===== src/rtl/hjoin2_rr_arbiter_pkg.sv =====
// Shared widths, debounce depth, FSM encodings and grant helper for the two-input merger.
package hjoin2_rr_arbiter_pkg;

  localparam int unsigned NS_ADDRESS_SIZE = 8;
  localparam int unsigned NS_DATA_SIZE    = 8;
  localparam int unsigned NS_REDUN_SIZE   = 4;
  localparam int unsigned NS_REQ_CKS      = 2;

  localparam logic [1:0] HJ_IDLE    = 2'd0;
  localparam logic [1:0] HJ_SEND    = 2'd1;
  localparam logic [1:0] HJ_RELEASE = 2'd2;
  localparam logic [1:0] HJ_ACK_IN  = 2'd3;

  // A lone requester always wins; a tie goes to the one not served last time.
  function automatic logic rr_pick(input logic [1:0] req, input logic last);
    return (req == 2'b11) ? ~last : req[1];
  endfunction

endpackage


===== src/rtl/hreq_debouncer.sv =====
// Level filter: the output follows the raw input only after it has held a new level
// for CKS consecutive clocks.
module hreq_debouncer #(
  parameter int unsigned CKS = 2
) (
  input  logic clk,
  input  logic reset_n,
  input  logic raw,
  output logic ckd
);

  localparam int unsigned CW = (CKS > 1) ? $clog2(CKS) : 1;
  localparam logic [CW-1:0] CntMax = CW'(CKS - 1);

  logic          ckd_q, ckd_d;
  logic [CW-1:0] cnt_q, cnt_d;

  always_comb begin
    ckd_d = ckd_q;
    cnt_d = cnt_q;
    if (raw == ckd_q) begin
      cnt_d = '0;
    end else if (cnt_q == CntMax) begin
      ckd_d = raw;
      cnt_d = '0;
    end else begin
      cnt_d = cnt_q + 1'b1;
    end
  end

  always_ff @(posedge clk or negedge reset_n) begin
    if (!reset_n) begin
      ckd_q <= 1'b0;
      cnt_q <= '0;
    end else begin
      ckd_q <= ckd_d;
      cnt_q <= cnt_d;
    end
  end

  assign ckd = ckd_q;

endmodule


===== src/rtl/hjoin2_rr_arbiter.sv =====
// Two-input round-robin merger for 4-phase req/ack channels; forwards the granted
// message on snd0 and flags requesters that withdraw before being acknowledged.
module hjoin2_rr_arbiter
  import hjoin2_rr_arbiter_pkg::*;
#(
  parameter int unsigned MY_LOCAL_ADDR = 0,
  parameter int unsigned ASZ           = NS_ADDRESS_SIZE,
  parameter int unsigned DSZ           = NS_DATA_SIZE,
  parameter int unsigned RSZ           = NS_REDUN_SIZE,
  parameter int unsigned RCV_REQ_CKS   = NS_REQ_CKS
) (
  input  logic           gch_clk,
  input  logic           gch_reset_n,
  output logic           gch_ready,
  input  logic           rcv0_req,
  output logic           rcv0_ack_out,
  input  logic [ASZ-1:0] rcv0_src,
  input  logic [ASZ-1:0] rcv0_dst,
  input  logic [DSZ-1:0] rcv0_dat,
  input  logic [RSZ-1:0] rcv0_red,
  input  logic           rcv1_req,
  output logic           rcv1_ack_out,
  input  logic [ASZ-1:0] rcv1_src,
  input  logic [ASZ-1:0] rcv1_dst,
  input  logic [DSZ-1:0] rcv1_dat,
  input  logic [RSZ-1:0] rcv1_red,
  output logic           snd0_req_out,
  input  logic           snd0_ack,
  output logic [ASZ-1:0] snd0_src_out,
  output logic [ASZ-1:0] snd0_dst_out,
  output logic [DSZ-1:0] snd0_dat_out,
  output logic [RSZ-1:0] snd0_red_out,
  output logic           err0_error,
  output logic           err0_inp,
  output logic [ASZ-1:0] err0_adr
);

  logic [1:0] ckd_req;
  logic       ckd_ack;

  hreq_debouncer #(.CKS(RCV_REQ_CKS)) u_db_req0 (
    .clk     (gch_clk),
    .reset_n (gch_reset_n),
    .raw     (rcv0_req),
    .ckd     (ckd_req[0])
  );

  hreq_debouncer #(.CKS(RCV_REQ_CKS)) u_db_req1 (
    .clk     (gch_clk),
    .reset_n (gch_reset_n),
    .raw     (rcv1_req),
    .ckd     (ckd_req[1])
  );

  hreq_debouncer #(.CKS(RCV_REQ_CKS)) u_db_ack (
    .clk     (gch_clk),
    .reset_n (gch_reset_n),
    .raw     (snd0_ack),
    .ckd     (ckd_ack)
  );

  logic [1:0]     state_q, state_d;
  logic           rg_rdy_q;
  logic           rg_last_q, rg_last_d;
  logic           grant_q, grant_d;
  logic           snd_req_q, snd_req_d;
  logic [1:0]     ack_q, ack_d;
  logic [ASZ-1:0] src_q, src_d, dst_q, dst_d;
  logic [DSZ-1:0] dat_q, dat_d;
  logic [RSZ-1:0] red_q, red_d;
  logic           err_q, err_d;
  logic           inp_q, inp_d;
  logic           gnt_new;
  logic           req_g;

  assign gnt_new = rr_pick(ckd_req, rg_last_q);
  assign req_g   = ckd_req[grant_q];

  always_comb begin
    state_d   = state_q;
    rg_last_d = rg_last_q;
    grant_d   = grant_q;
    snd_req_d = snd_req_q;
    ack_d     = ack_q;
    src_d     = src_q;
    dst_d     = dst_q;
    dat_d     = dat_q;
    red_d     = red_q;
    err_d     = err_q;
    inp_d     = inp_q;

    case (state_q)
      HJ_IDLE: begin
        if (rg_rdy_q && (ckd_req != 2'b00)) begin
          grant_d   = gnt_new;
          rg_last_d = gnt_new;
          src_d     = gnt_new ? rcv1_src : rcv0_src;
          dst_d     = gnt_new ? rcv1_dst : rcv0_dst;
          dat_d     = gnt_new ? rcv1_dat : rcv0_dat;
          red_d     = gnt_new ? rcv1_red : rcv0_red;
          snd_req_d = 1'b1;
          state_d   = HJ_SEND;
        end
      end
      HJ_SEND: begin
        if (ckd_ack) begin
          snd_req_d = 1'b0;
          state_d   = HJ_RELEASE;
        end
      end
      HJ_RELEASE: begin
        if (!ckd_ack) begin
          ack_d[grant_q] = 1'b1;
          state_d        = HJ_ACK_IN;
        end
      end
      HJ_ACK_IN: begin
        // An early drop by the requester lands here as an ordinary release.
        if (!req_g) begin
          ack_d   = 2'b00;
          state_d = HJ_IDLE;
        end
      end
      default: state_d = HJ_IDLE;
    endcase

    if (!req_g && (state_q == HJ_SEND || state_q == HJ_RELEASE)) begin
      err_d = 1'b1;
      if (!err_q) inp_d = grant_q;
    end
  end

  always_ff @(posedge gch_clk or negedge gch_reset_n) begin
    if (!gch_reset_n) begin
      state_q   <= HJ_IDLE;
      rg_rdy_q  <= 1'b0;
      rg_last_q <= 1'b1;
      grant_q   <= 1'b0;
      snd_req_q <= 1'b0;
      ack_q     <= 2'b00;
      src_q     <= '0;
      dst_q     <= '0;
      dat_q     <= '0;
      red_q     <= '0;
      err_q     <= 1'b0;
      inp_q     <= 1'b0;
    end else begin
      state_q   <= state_d;
      rg_rdy_q  <= 1'b1;
      rg_last_q <= rg_last_d;
      grant_q   <= grant_d;
      snd_req_q <= snd_req_d;
      ack_q     <= ack_d;
      src_q     <= src_d;
      dst_q     <= dst_d;
      dat_q     <= dat_d;
      red_q     <= red_d;
      err_q     <= err_d;
      inp_q     <= inp_d;
    end
  end

  assign gch_ready    = rg_rdy_q;
  assign rcv0_ack_out = ack_q[0];
  assign rcv1_ack_out = ack_q[1];
  assign snd0_req_out = snd_req_q;
  assign snd0_src_out = src_q;
  assign snd0_dst_out = dst_q;
  assign snd0_dat_out = dat_q;
  assign snd0_red_out = red_q;
  assign err0_error   = err_q;
  assign err0_inp     = inp_q;
  assign err0_adr     = ASZ'(MY_LOCAL_ADDR);

endmodule

===== config.mk =====
export PLATFORM = sky130hd
export DESIGN_NAME = hjoin2_rr_arbiter
export DESIGN_NICKNAME = d
export VERILOG_FILES = /design/src/rtl/hjoin2_rr_arbiter_pkg.sv /design/src/rtl/hreq_debouncer.sv /design/src/rtl/hjoin2_rr_arbiter.sv
export SDC_FILE = /design/constraint.sdc
export NUM_CORES = 1
export LEC_CHECK = 0
export CAP_MARGIN = 40
export CELL_PAD_IN_SITES_DETAIL_PLACEMENT = 1
export CELL_PAD_IN_SITES_GLOBAL_PLACEMENT = 1
export CORE_MARGIN = 2
export CORE_UTILIZATION = 40
export CTS_CLUSTER_DIAMETER = 200
export DETAILED_ROUTE_END_ITERATION = 8
export DONT_BUFFER_PORTS = 1
export PLACE_DENSITY_LB_ADDON = 0.05
export SLEW_MARGIN = 10
export SYNTH_ARGS = -nofsm -noshare
export SYNTH_HDL_FRONTEND = slang
export SYNTH_HIERARCHICAL = 1
export SYNTH_SLANG_ARGS = --single-unit

===== constraint.sdc =====
create_clock -name gch_clk -period 1.8 [get_ports gch_clk]
set_clock_uncertainty 0.2 [all_clocks]
set_input_delay 0.27 -clock gch_clk [delete_from_list [all_inputs] [get_ports gch_clk]]
set_output_delay 0.27 -clock gch_clk [all_outputs]
set_load 0.02 [all_outputs]

Word-level counts from Yosys, hierarchy flattened

Index checks and enable logic that the tools add are counted.

Output and inout bits: 42
Input port bits: 61
Flip-flop bits (word level): 44
Word-level logic and storage cells: 82

$lt $le $gt $ge: 2
Bitwise operators: 6
Reduce and logical (&&, ||, !) cells: 17
Equal/unequal tests: 11
Add/subtract/negate cells: 3
Multiplexer cells: 25

Operator list:

| operator            | number |
|---|---|
| $mux 8              | 3 |
| $mux 1              | 12 |
| $mux 2              | 5 |
| $reduce_and 2->1    | 5 |
| $pmux 2 s4          | 1 |
| $eq 2x2->1 const B  | 3 |
| $ne 2x2->1 const B  | 3 |
| $reduce_and 3->1    | 2 |
| $reduce_bool 2->1   | 3 |
| $not 1->1           | 5 |
| $mux 4              | 1 |
| $pmux 2 s2          | 1 |
| $reduce_and 4->1    | 1 |
| $add 1x1->1 const B | 3 |
| $eq 1x1->1          | 3 |
| $logic_and 1x1->1   | 3 |
| $eq 2x1->1 const B  | 1 |
| $logic_not 2->1     | 1 |
| $lt 1x2->1 const B  | 1 |
| $ne 2x1->1 const B  | 1 |
| $or 2x2->2          | 1 |
| $pmux 1 s2          | 1 |
| $demux 1 s1         | 1 |
| $ge 1x1->1 const B  | 1 |
| other kinds (2)     | 2 |

Logic depth before layout (Yosys ltp)

Gate-level depths: netlist (run 1).

Word-level depth: 7
Mapped depth: 7
Depth with buffers taken out: 5

Modules after synthesis

The synthesis (run 1) kept the hierarchy.

Modules (own cells, without submodules):

| module            | instances | cells each | seq. area each (µm²) | area each (µm²) |
|---|---|---|---|---|
| hjoin2_rr_arbiter | 1         | 188        | 952.2                | 1,991.9 |
| hreq_debouncer    | 3         | 5          | 50.0                 | 77.6 |

Worst setup path after synthesis (run 1)

No wires, ideal clock.

Kind: register to register
Start: reg state_q[0]
End: reg state_q[0]
Period minus slack after synthesis: 1.703 ns
Cell stages (with the launch flop): 6
Library setup time: 0.132 ns
Required time: 1.468 ns
Path buffers: 0
Slack: 0.097 ns
Arrival time: 1.371 ns
Path through: dfrtp_1 -> inv_1 -> ha_1 -> or3b_1 -> a31oi_1 -> a211oi_2

Cells in the longest elaborated chain, start to end: 3
Elaborated cells between the ends (all ways): 10
Classes of those cells: eq/ne (7); mux (1); reduce/logical (2)

RTL lines:

| item                                               | line                     | source |
|---|---|---|
| start: declaration                                 | hjoin2_rr_arbiter.sv:62  | `logic [1:0] state_q, state_d;` |
| start signal: assignment                           | hjoin2_rr_arbiter.sv:148 | `state_q <= state_d;` |
| $eq 2x2->1, or another cell as far along           | hjoin2_rr_arbiter.sv:92  | `case (state_q)` |
| $ne 2x2->1 (no line) or $ne 2x1->1 (tied branches) | -                        |  |
| $reduce_and 4->1 (no line)                         | -                        |  |

Several ways; a longest one is shown, not always the timed one.
A chain may end at the register's enable or synchronous reset.

Final worst setup path (run 1)

Start: reg state_q[1]
End: reg state_q[1]

The elaborated chain is that of the path after synthesis.

==> reports/metrics.cfg, run 1 <==
[yosys]
seq_area_frac_synth_pct = 49.55
yosys_warnings = 6
synth_top_area_share_pct = 48.37
synth_area_leaders = dfrtp_1, mux2i_1, o21ai_1, nand2_1, buf_4
ys_types = 35
synth_cells = 203
ys_ff_latch = 44
avgSynthCellArea_um2 = 10.96
syn_area_um2 = 2225
yosysTopAreaCell = dfrtp_1

[pwr]
peakVddDrop_v = 0.0007480
power_leakage_nw = 1.360
total_power_w = 0.005104
powerDensity_nw_per_um2 = 1685

[cells_and_area]
stdcell_count = 340
drive_gt1_share_pct = 13.81
num_antenna_cells = 0
nets = 333
syn2layout_area_growth_pct = 36.16
final_common_cell = dlygate4sd3_1
postLayoutCellArea_um2 = 3029
final_cell_mix = dlygate4sd3_1, dfrtp_1, nand2_1

[timing]
hold_violations = 1
min_period_over_period_pct = 95.04
setup_viol = 0
rsz0062_at_grt = no
fmax_ghz = 0.5846
post-route-worst-setup-slack_ns = 0.08930
hold-worst-slack_ns = -0.006635
slew_viol_final = 0
finalWorstPathRequiredPeriod_ns = 1.711

[worst_setup_path]
path_cells = inv_2 -> buf_4 -> ha_1 -> nor2b_4 -> a221oi_4 -> a211o_1
reg2reg_slack_ns = 0.09
cp_data_arrival_time_ns = 1.69
cp-start-kind = register
cp-end-kind = register
cp_max_fo = 4
path_class = register to register
cp.required_ns = 1.78
cpMaxStageDelayCell = dfrtp_1
slowest_delay_ns = 0.43
rr_worst_depth = 6

[place]
dpl_worst_slack_ns = -0.007238
gp_congestion = 0.8113
placed_cell_area_um2 = 2287
post-dp-hpwl_um = 3636
port_buffers = 0
dp.cells = 274

[global_routing]
grt-ovfl-total = 0
antenna_found_initial = 0
grt_pass1_vias = 1967
grt_pass1_wl_um = 9390
gr-usage-all-layers_pct = 19.78
grt_max_degree = 45

[route]
drc = 0
wl_um = 5897
num_vias = 1754
ant_nets = 0
route.detailed.wl_per_inst_um = 17.34
drt_pass1_iterations = 4
vias_per_cell = 5.159
drt_iter0_markers = 59

[cts]
clk_pin_slew_ns = 0.08
cts-root-buf = clkbuf_8
cts.sinks = 44
numCtsBuffers = 5
cts_max_level = 2
postCtsSetupRepairBufs = 0
cts_max_path_buffers = 2
cts_tree = built
clk_latency_ns = 0.29

[floorplan]
core_um2 = 5439
chipWidth_um = 78.58
io-pin-count = 103
start_util_pct = 40.90
fp.dieH_um = 78.58
placement_rows = 27
dieArea_um2 = 6174

[status]
violations = hold timing
status = finished with violations

[job]
cap_violations = 0

[hold_path]
hp-class = input port to register
hold_path_depth = 2

[worst max-delay path, delay by kind of cell (launching register included)]
family	cells	cell delay (ns)
AND/OR/NAND/NOR	1	0.21
buffers and inverters	2	0.24
AO/OA/AOI/OAI	2	0.33
flip-flops	1	0.43
adder cells (fa/ha/maj)	1	0.20
[registers in the layout, summed over array words and instances (netlist names), 2 cells and up]
name / flops
ack_q: 2
state_q: 2
snd0_src_out: 8
snd0_red_out: 4
snd0_dst_out: 8
snd0_dat_out: 8
[logic make-up after synthesis]
family | share of synthesized area, %
buffers and inverters | 7.255
AOI/OAI and AO/OA | 13.78
muxes | 16.59
other | 0.3376
xor gates and xnor gates | 1.181
and+or+nand+nor | 8.493
DFF | 49.55
adders and majority gates | 2.812
[where the power goes]
part           internal [W]  switching [W]
clock              0.000306       0.000318
sequential          0.00146       0.000876
combinational       0.00108        0.00106
[through the flow]
| step | TNS [ns] | utilization (%) |
|---|---|---|
| 2_1_floorplan | 0 | - |
| 3_3_place_gp | 0 | 42.05 |
| 3_5_place_dp | -0.007238 | 42.05 |
| 4_1_cts | 0 | 54.80 |
| 5_1_grt | 0 | 55.69 |
| 6_report | 0 | 55.69 |
[path summary, 6_finish.rpt]
kind                                               endpoint                 startpoint
min in group asynchronous       snd0_src_out[4]$_DFFE_PN0P_                gch_reset_n
worst max register to register       state_q[1]$_DFFE_PN0P_     state_q[1]$_DFFE_PN0P_
worst min-delay path            snd0_dst_out[4]$_DFFE_PN0P_                rcv0_dst[4]
worst min register to register    u_db_req0/cnt_q$_DFF_PN0_  u_db_req0/cnt_q$_DFF_PN0_
worst max-delay path                 state_q[1]$_DFFE_PN0P_     state_q[1]$_DFFE_PN0P_
max in group asynchronous             rg_last_q$_DFFE_PN1P_                gch_reset_n
[Yosys cell counts, drive strengths merged]
| library cell | n |
|---|---|
| xnor2 | 3 |
| conb | 2 |
| nor2 | 4 |
| nand2 | 32 |
| nor3b | 1 |
| inv | 5 |
| clkbuf | 4 |
| o211ai | 1 |
| ha | 5 |
| a21boi | 1 |
| a211o | 1 |
| a21o | 2 |
| dfstp | 1 |
| or3b | 1 |
| dfrtp | 43 |
| a211oi | 1 |
| a221oi | 1 |
| mux2 | 6 |
| a32o | 1 |
| mux2i | 29 |
| buf | 13 |
| a31oi | 4 |
| a21oi | 1 |
| o22ai | 1 |
| o2bb2ai | 2 |
| nor2b | 2 |
| and2 | 1 |
| nand2b | 3 |
| o21ai | 32 |
[layout make-up]
class	count	area, um2
timing repair buffer	67	678.2
multi-input combinational	144	1045
clock inverter	2	10.01
sequential	44	1105
fill	588	2410
tap	72	90.09
clock buffer	6	82.58
inverter	5	18.77
[per-layer routing]
metal	GRT usage [%]	share of wire, %
met1	20.00	36
met3	5.862	6.7
met4	7.895	3.2
met2	37.52	54
met5	0	0
[what timing repair did]
| item | CTS | global route |
|---|---|---|
| endpoints found under the hold margin | 77 | 0 |
| gates resized for setup | 1 | 12 |
| hold buffers | 58 | 0 |
| endpoints found under the setup margin | 1 | 11 |
(Power assumes the default switching activity.)
==> run 2, diff against run 1 <==
--- a/config.mk
+++ b/config.mk
@@ -6,10 +6,10 @@
 export NUM_CORES = 1
 export LEC_CHECK = 0
 export CAP_MARGIN = 40
-export CELL_PAD_IN_SITES_DETAIL_PLACEMENT = 1
-export CELL_PAD_IN_SITES_GLOBAL_PLACEMENT = 1
+export CELL_PAD_IN_SITES_DETAIL_PLACEMENT = 2
+export CELL_PAD_IN_SITES_GLOBAL_PLACEMENT = 2
 export CORE_MARGIN = 2
-export CORE_UTILIZATION = 40
+export CORE_UTILIZATION = 33
 export CTS_CLUSTER_DIAMETER = 200
 export DETAILED_ROUTE_END_ITERATION = 8
 export DONT_BUFFER_PORTS = 1
==> run 2 against run 1 <==
Compared with the run above: critical endpoint is now state_q[0]$_DFFE_PN0P_; total power fell by 0.11%; the flow now finishes without violations; setup slack improved by 0.031 ns; critical path depth shrank 2; critical path type unchanged.
==> reports/metrics.cfg, run 2 (synthesis results as in run 1) <==
[floorplan]
dieArea_um2 = 7414  ; +20%
placement_rows = 29  ; +7.4%
core_um2 = 6422  ; +18%
chipWidth_um = 86.11  ; +9.6%
io-pin-count = 103  ; unchanged
fp.dieH_um = 86.11  ; +9.6%
start_util_pct = 34.64  ; -6.3 points

[route]
route.detailed.wl_per_inst_um = 19.20  ; +11%
drc = 0  ; unchanged
drt_iter0_markers = 30  ; -49%
drt_pass1_iterations = 4  ; unchanged
ant_nets = 0  ; unchanged
wl_um = 6642  ; +13%
vias_per_cell = 5.098  ; -1.2%
num_vias = 1764  ; +0.57%

[worst_setup_path]
cp_max_fo = 7  ; +3
cp-start-kind = register
cp-end-kind = register
path_class = register to register
cp.required_ns = 1.76  ; -0.02 ns
cp_data_arrival_time_ns = 1.64  ; -0.05 ns

[cells_and_area]
nets = 334  ; +0.30%
n_fill_cell = 647  ; +10%
num_antenna_cells = 0  ; unchanged
drive_gt1_share_pct = 11.15  ; -2.7 points
syn2layout_area_growth_pct = 35.60
final_common_cell = dlygate4sd3_1
final_cell_mix = dlygate4sd3_1, dfrtp_1, nand2_1

[place]
port_buffers = 0  ; unchanged
post-dp-hpwl_um = 3952  ; +8.7%
gp_congestion = 0.7096  ; -13%

[global_routing]
grt_pass1_wl_um = 10470  ; +12%
antenna_found_initial = 0  ; unchanged
grt_pass1_vias = 1984  ; +0.86%
grt-ovfl-total = 0  ; unchanged
gr-usage-all-layers_pct = 18.06  ; -1.7 points
grt_max_degree = 45  ; unchanged

[cts]
cts_max_path_buffers = 2  ; unchanged
cts_max_level = 2  ; unchanged
clk_latency_ns = 0.29  ; about the same
clk_pin_slew_ns = 0.08  ; about the same
cts_tree = built
numCtsBuffers = 5  ; unchanged
cts.sinks = 44  ; unchanged
cts-root-buf = clkbuf_8

[status]
status = finished, final reports clean

[timing]
finalWorstPathRequiredPeriod_ns = 1.679  ; -0.03128 ns
fin_tns_setup_ns = 0  ; unchanged
fmax_ghz = 0.5954  ; +1.9%
slew_viol_final = 0  ; unchanged
rsz0062_at_grt = no
setup_viol = 0  ; unchanged
hold_violations = 0  ; -1
min_period_over_period_pct = 93.30  ; -1.7 points

[pwr]
powerDensity_nw_per_um2 = 1690  ; +0.31%
power_leakage_nw = 1.365  ; +0.35%
peakVddDrop_v = 0.0006701  ; -10%
total_power_w = 0.005099  ; -0.11%

[job]
cap_violations = 0  ; unchanged

[hold_path]
hp-class = input port to register

-- run 2: changes by cell type in the layout (fill, tap and decap cells not counted), moves of 2 or more --
cell,change
a31oi_2,-2
a31oi_1,+2
buf_8,+2
clkbuf_1,+2
buf_4,-2
-- run 2: metrics by stage --
stage / hold slack [ns] / util [%] / cells / setup WS, ns / area, um2
6_report: 0.02735 / 46.97 / 346 / 0.1206 / 3017
5_1_grt: 0.02524 / 46.97 / 346 / 0.02450 / 3017
4_1_cts: 0.002791 / 46.29 / 344 / 0.03052 / 2973
3_5_place_dp: -0.2246 / 35.59 / 278 / 0.005056 / 2286
3_3_place_gp: -0.2244 / 35.59 / 278 / 0.1020 / 2286
2_1_floorplan: -0.2256 / - / 210 / 0.09712 / 2251
-- run 2: final timing paths --
kind	depth (start not counted)	slack (ns)	endpoint	from
setup / recovery	4	0.12	state_q[0]$_DFFE_PN0P_	u_db_req0/ckd$_DFFE_PN0P_
hold / removal	2	0.03	snd0_dat_out[7]$_DFFE_PN0P_	rcv1_dat[7]
setup reg to reg	4	0.12	state_q[0]$_DFFE_PN0P_	u_db_req0/ckd$_DFFE_PN0P_
hold reg to reg	1	0.26	u_db_ack/cnt_q$_DFF_PN0_	u_db_ack/cnt_q$_DFF_PN0_
max in group asynchronous	2	0.84	rg_last_q$_DFFE_PN1P_	gch_reset_n
min in group asynchronous	2	0.28	snd0_src_out[5]$_DFFE_PN0P_	gch_reset_n
-- run 2: final cells by class --
class | count | area (um2) | share of cell area, %
multi-input combinational | 144 | 998.5 | 33.10
timing repair buffer | 68 | 718.2 | 23.81
sequential | 44 | 1104 | 36.58
inverter | 5 | 18.77 | 0.6221
clock inverter | 1 | 5.005 | 0.1659
clock buffer | 7 | 76.32 | 2.530
tap | 77 | 96.34 | 3.194
-- run 2: power by group --
group	switching [W]	internal [W]
Sequential	0.000855	0.00146
Clock	0.000325	0.000273
Combinational	0.00111	0.00108
-- run 2: routing by layer --
layer / up-vias / routed length [um] / global-route usage [%]
met4: 0 / 51 / 3.175
li1: 812 / - / -
met5: - / 0 / 0
met1: 883 / 2555 / 20.07
met2: 63 / 3630 / 34.60
met3: 6 / 403 / 4.716
-- run 2: critical path: stages, from the launching register on --
cell,delay (ns)
dfrtp_1,0.49
buf_4,0.20
or3b_1,0.38
a31oi_1,0.21
a211oi_2,0.07
-- run 2: repair_timing --
item                                   4_1_cts  5_1_grt
gates resized for setup                      2        6
setup endpoints to repair                    2       25
hold buffers                                58        0
gates cloned                                 0        1
pin swaps                                    0        1
endpoints found under the hold margin       77        0
setup buffers                                0        1
